### src/rtl/fetch_ifid_stage.sv
// Instruction-fetch stage with IF/ID pipeline register for the RV32I pipeline.
// Redirect has priority over stall on the PC; flush has priority over stall on IF/ID.
module fetch_ifid_stage #(
  parameter logic [31:0] RESET_PC  = 32'h0000_0000,
  parameter logic [31:0] NOP_INSTR = 32'h0000_0013
) (
  input  logic        clk,
  input  logic        rst_n,
  output logic [31:0] imem_addr,
  input  logic [31:0] imem_rdata,
  input  logic        imem_ready,
  input  logic        stall_F,
  input  logic        stall_D,
  input  logic        flush_D,
  input  logic        pc_src_E,
  input  logic [31:0] pc_target_E,
  output logic [31:0] pc_F,
  output logic [31:0] instr_D,
  output logic [6:0]  op_D,
  output logic [31:0] pc_D,
  output logic [31:0] pc_plus4_D,
  output logic        valid_D
);

  logic [31:0] pc_q, pc_d;
  logic [31:0] instr_q, instr_d;
  logic [31:0] pcd_q, pcd_d;
  logic [31:0] pc4_q, pc4_d;
  logic        valid_q, valid_d;
  logic [31:0] pc_inc;

  assign pc_inc = pc_q + 32'd4;

  always_comb begin
    pc_d = pc_q;
    if (pc_src_E)
      pc_d = {pc_target_E[31:2], 2'b00};
    else if (!stall_F && imem_ready)
      pc_d = pc_inc;
  end

  always_comb begin
    instr_d = instr_q;
    pcd_d   = pcd_q;
    pc4_d   = pc4_q;
    valid_d = valid_q;
    if (flush_D) begin
      // PC fields still track the fetch address on a flush to aid debug.
      instr_d = NOP_INSTR;
      valid_d = 1'b0;
      pcd_d   = pc_q;
      pc4_d   = pc_inc;
    end else if (stall_D) begin
      instr_d = instr_q;
    end else if (!imem_ready || pc_src_E) begin
      instr_d = NOP_INSTR;
      valid_d = 1'b0;
    end else begin
      instr_d = imem_rdata;
      pcd_d   = pc_q;
      pc4_d   = pc_inc;
      valid_d = 1'b1;
    end
  end

  always_ff @(posedge clk or negedge rst_n) begin
    if (!rst_n) begin
      pc_q    <= RESET_PC;
      instr_q <= NOP_INSTR;
      pcd_q   <= '0;
      pc4_q   <= '0;
      valid_q <= 1'b0;
    end else begin
      pc_q    <= pc_d;
      instr_q <= instr_d;
      pcd_q   <= pcd_d;
      pc4_q   <= pc4_d;
      valid_q <= valid_d;
    end
  end

  assign imem_addr  = pc_q;
  assign pc_F       = pc_q;
  assign instr_D    = instr_q;
  assign op_D       = instr_q[6:0];
  assign pc_D       = pcd_q;
  assign pc_plus4_D = pc4_q;
  assign valid_D    = valid_q;

endmodule

### config.mk
export PLATFORM = sky130hd
export DESIGN_NAME = fetch_ifid_stage
export DESIGN_NICKNAME = d
export VERILOG_FILES = /design/src/rtl/fetch_ifid_stage.sv
export SDC_FILE = /design/constraint.sdc
export NUM_CORES = 1
export LEC_CHECK = 0
export BUFFER_PORTS_ARGS = -buffer_cell sky130_fd_sc_hd__buf_2
export CAP_MARGIN = 25
export CORE_AREA = 2 2 135 104
export CTS_BUF_LIST = sky130_fd_sc_hd__clkbuf_2 sky130_fd_sc_hd__clkbuf_4 sky130_fd_sc_hd__clkbuf_8
export DETAILED_ROUTE_END_ITERATION = 10
export DIE_AREA = 0 0 137 106
export PLACE_DENSITY_LB_ADDON = 0.3
export REMOVE_ABC_BUFFERS = 1
export SYNTH_ARGS = -nofsm -noshare
export SYNTH_HDL_FRONTEND = slang
export SYNTH_SLANG_ARGS = --single-unit
### constraint.sdc
create_clock -name clk -period 2.2 [get_ports clk]
set_clock_uncertainty 0.15 [all_clocks]
set_input_delay 0.33 -clock clk [delete_from_list [all_inputs] [get_ports clk]]
set_output_delay 0.33 -clock clk [all_outputs]
set_load 0.01 [all_outputs]
==> impl_metrics.ini <==
[global_routing]
grt_first_pass_wirelength_mm = 24.7
grt_pass1_vias = 5022
track_usage_pct = 22.1
antenna_found_initial = 0
grt_overflow = 0
grt_max_degree = 56

[floorplanning]
die_w_um = 137
rows = 37
start_util_pct = 43.7
dieArea_mm2 = 0.0145
core-area_mm2 = 0.0133
die_height_um = 106
ios = 239

[cts]
cts.sinks = 123
hold_buffers = 62
cts_tree = yes
insertion_delay_ns = 0.45
cts_root_buffer = clkbuf_8
clk_pin_slew_ns = 0.07
cts_buffer_depth = 2
htree_levels = 4
postCtsSetupBuffers = 0
ctsResizeCount = 0
numCtsBuffers = 17

[finish]
diodes = 0
seq_area_mm2 = 0.00308
drive_gt1_share_pct = 40.9
multi_input_area_mm2 = 0.00227
final_cell_mix = 227 x buf_2, 120 x dfrtp_1, 75 x nand2_1
final_cells = 1008
layout_commonest_cell = buf_2
syn_to_final_growth_pct = 38.6
nets = 894
nFillCells = 1127
stdcell_area_mm2 = 0.00807

[detailed_routing]
avgRoutedWirePerCell_um = 15.8
drt-total-wl_mm = 15.9
first_pass_iters = 4
first_iter_violations = 178
ant_nets = 0
vias = 5001
via_per_inst = 4.96
drcViolationCount = 0

[logic_synthesis]
ys_async_sr_fraction_pct = 100
syn_inst = 548
ys_ff_latch = 123
yosysWarningCount = 0
yosysSeqAreaShare_pct = 52.9
avgSynthCellArea_um2 = 10.6
synth_top_cell_area_share_pct = 51.5
ys_top_cells_by_area = dfrtp_1 52%, buf_4 6.2%, mux2_2 5.6%
synth_top_cell_by_area = dfrtp_1
netlist-cell-type-count = 45
syn_area_mm2 = 0.00583
synth_edf_count = 0
synth_ff_type = dfrtp_1

[critical_path]
worst_setup_path_start_kind = flop
path_delay_family = simple AND/OR/NAND/NOR gates
cp_num_buf_inv = 0
cp_max_fo = 4
reg2reg_slack_ns = 0.10
crit-reg2reg-launch = imem_addr[3]$_DFFE_PN0N_
path_cells = ha_1 > and3_1 > nand4_1 > or3_4 > o211a_1 > a211o_1
worst_path_largest_cell_delay_ns = 0.40
r2r-end = imem_addr[20]$_DFFE_PN0N_
worstSetupPathType = flop to flop
crit_arrival_ns = 2.27
cpMaxStageDelayCell = dfrtp_1
crit_required_ns = 2.37
reg2regPathDepth = 6
cp-end-kind = flop

[place]
dpl_cell_area_mm2 = 0.00706
io_buffers = 228
preCtsSetupSlack_ns = 0.120
gp_congestion = 0.794
dp_hpwl_mm = 11.0
dp.cells = 916

[power]
p_comb_share_pct = 20.7
switching_power_mw = 1.61
power_leakage_nw = 3.93
seqPwrFrac_pct = 45.2
power_density_mw_per_mm2 = 715
p_int_mw = 4.16
finalPower_mw = 5.77
peakVddDrop_v = 0.000426
power_switching_share_pct = 27.9
clkPwrFrac_pct = 34.0

[worst_hold_path]
min_to = imem_addr[24]$_DFFE_PN0N_
hold-path-cell-count = 4
min_from = pc_target_E[24]
hold_path.class = primary input to flop

[timing]
setup_viol = 0
rsz0062_at_grt = no
fin_crit_ns = 2.10
fmax_ghz = 0.477
slew_violations = 0
holdWs_ns = 0.0526
hold_viol = 0
tightest_slew_ns = 0.740
timing.slew.headroom_pct = 50.7
finalWorstSetupSlack_ns = 0.102
timing.final.crit_share_pct = 95.4

[flow_run]
drv_cap = 0

[status]
status = finished, final reports clean
power by group through the flow:
stage                     Sequential [mW]  Combinational [mW]  Clock, mW
after detailed placement             2.65                1.12          0
after CTS                            2.61                1.20       2.02
final                                2.61                1.20       1.97
after global routing                 2.64                1.31       2.11
after floorplan                      2.84               0.320          0
after global placement               2.64                1.10          0
how the worst max path moves through the flow:
stage,slack [ns],depth (start not counted),endpoint,from
2_1_floorplan,-1.91,4,pc_D[10]$_DFFE_PN0P_,pc_src_E
3_3_place_gp,0.16,6,imem_addr[20]$_DFFE_PN0N_,imem_addr[2]$_DFFE_PN0N_
3_5_place_dp,0.12,6,imem_addr[20]$_DFFE_PN0N_,imem_addr[2]$_DFFE_PN0N_
4_1_cts,0.11,6,imem_addr[20]$_DFFE_PN0N_,imem_addr[2]$_DFFE_PN0N_
5_1_grt,0.01,6,imem_addr[20]$_DFFE_PN0N_,imem_addr[2]$_DFFE_PN0N_
6_report,0.10,6,imem_addr[20]$_DFFE_PN0N_,imem_addr[3]$_DFFE_PN0N_
Yosys cell counts, types with 2 or more instances:
library cell / count
dfrtp_1: 120
nand2_1: 75
o21ai_0: 55
buf_4: 48
xnor2_1: 33
a22o_1: 29
mux2_2: 29
clkbuf_1: 24
nand3_1: 18
xor2_1: 17
nor2_1: 16
nor3_1: 13
buf_2: 7
nand4_1: 7
nor4_1: 5
and3_1: 4
and4_1: 4
o211ai_1: 4
dfstp_2: 3
inv_1: 3
nand2b_1: 3
o22a_1: 3
a211o_1: 2
mux2i_1: 2
nor2b_1: 2
o311ai_0: 2
or3_1: 2
kinds of logic after synthesis:
family                     count (synthesis)  synth area share (%)
and+or+nand+nor                          159                  13.4
DFF                                      123                  52.9
AOI/OAI and AO/OA                         99                  11.2
buffers and inverters                     84                  8.78
xor gates and xnor gates                  50                  7.52
muxes                                     31                  5.95
adders and majority gates                  1                 0.215
other                                      1                0.0644
through the flow:
step	utilization [%]	setup TNS [ns]
after floorplan	-	-123.71
after global placement	53.0	0
after detailed placement	53.0	0
after CTS	60.5	0
after global routing	60.5	0
final	60.5	0
layer usage:
metal  global-route usage (%)  vias to the layer above  share of wire [%]
li1                         -                     2388                  -
met1                     27.7                     2387                 44
met2                     36.4                      194                 48
met3                     6.58                       32                7.0
met4                     7.29                        0                1.7
met5                        0                        -                  0
worst reg2reg max path, stage by stage (launching register included):
cell	delay [ns]
dfrtp_1	0.40
ha_1	0.18
and3_1	0.25
nand4_1	0.14
or3_4	0.37
o211a_1	0.23
a211o_1	0.26
state kept, by name (all words and copies together), names as in the netlist:
register,cells
instr_D,32
imem_addr,30
pc_D,30
pc_plus4_D,30
valid_D,1
layout make-up:
cell class,count,share of cell area [%]
Tap cell,175,2.71
Sequential cell,123,38.2
Multi-Input combinational cell,348,28.2
Timing Repair Buffer,329,26.0
Inverter,3,0.139
Clock buffer,22,3.67
Clock inverter,8,1.15
Power figures use the tool's default switching activity.
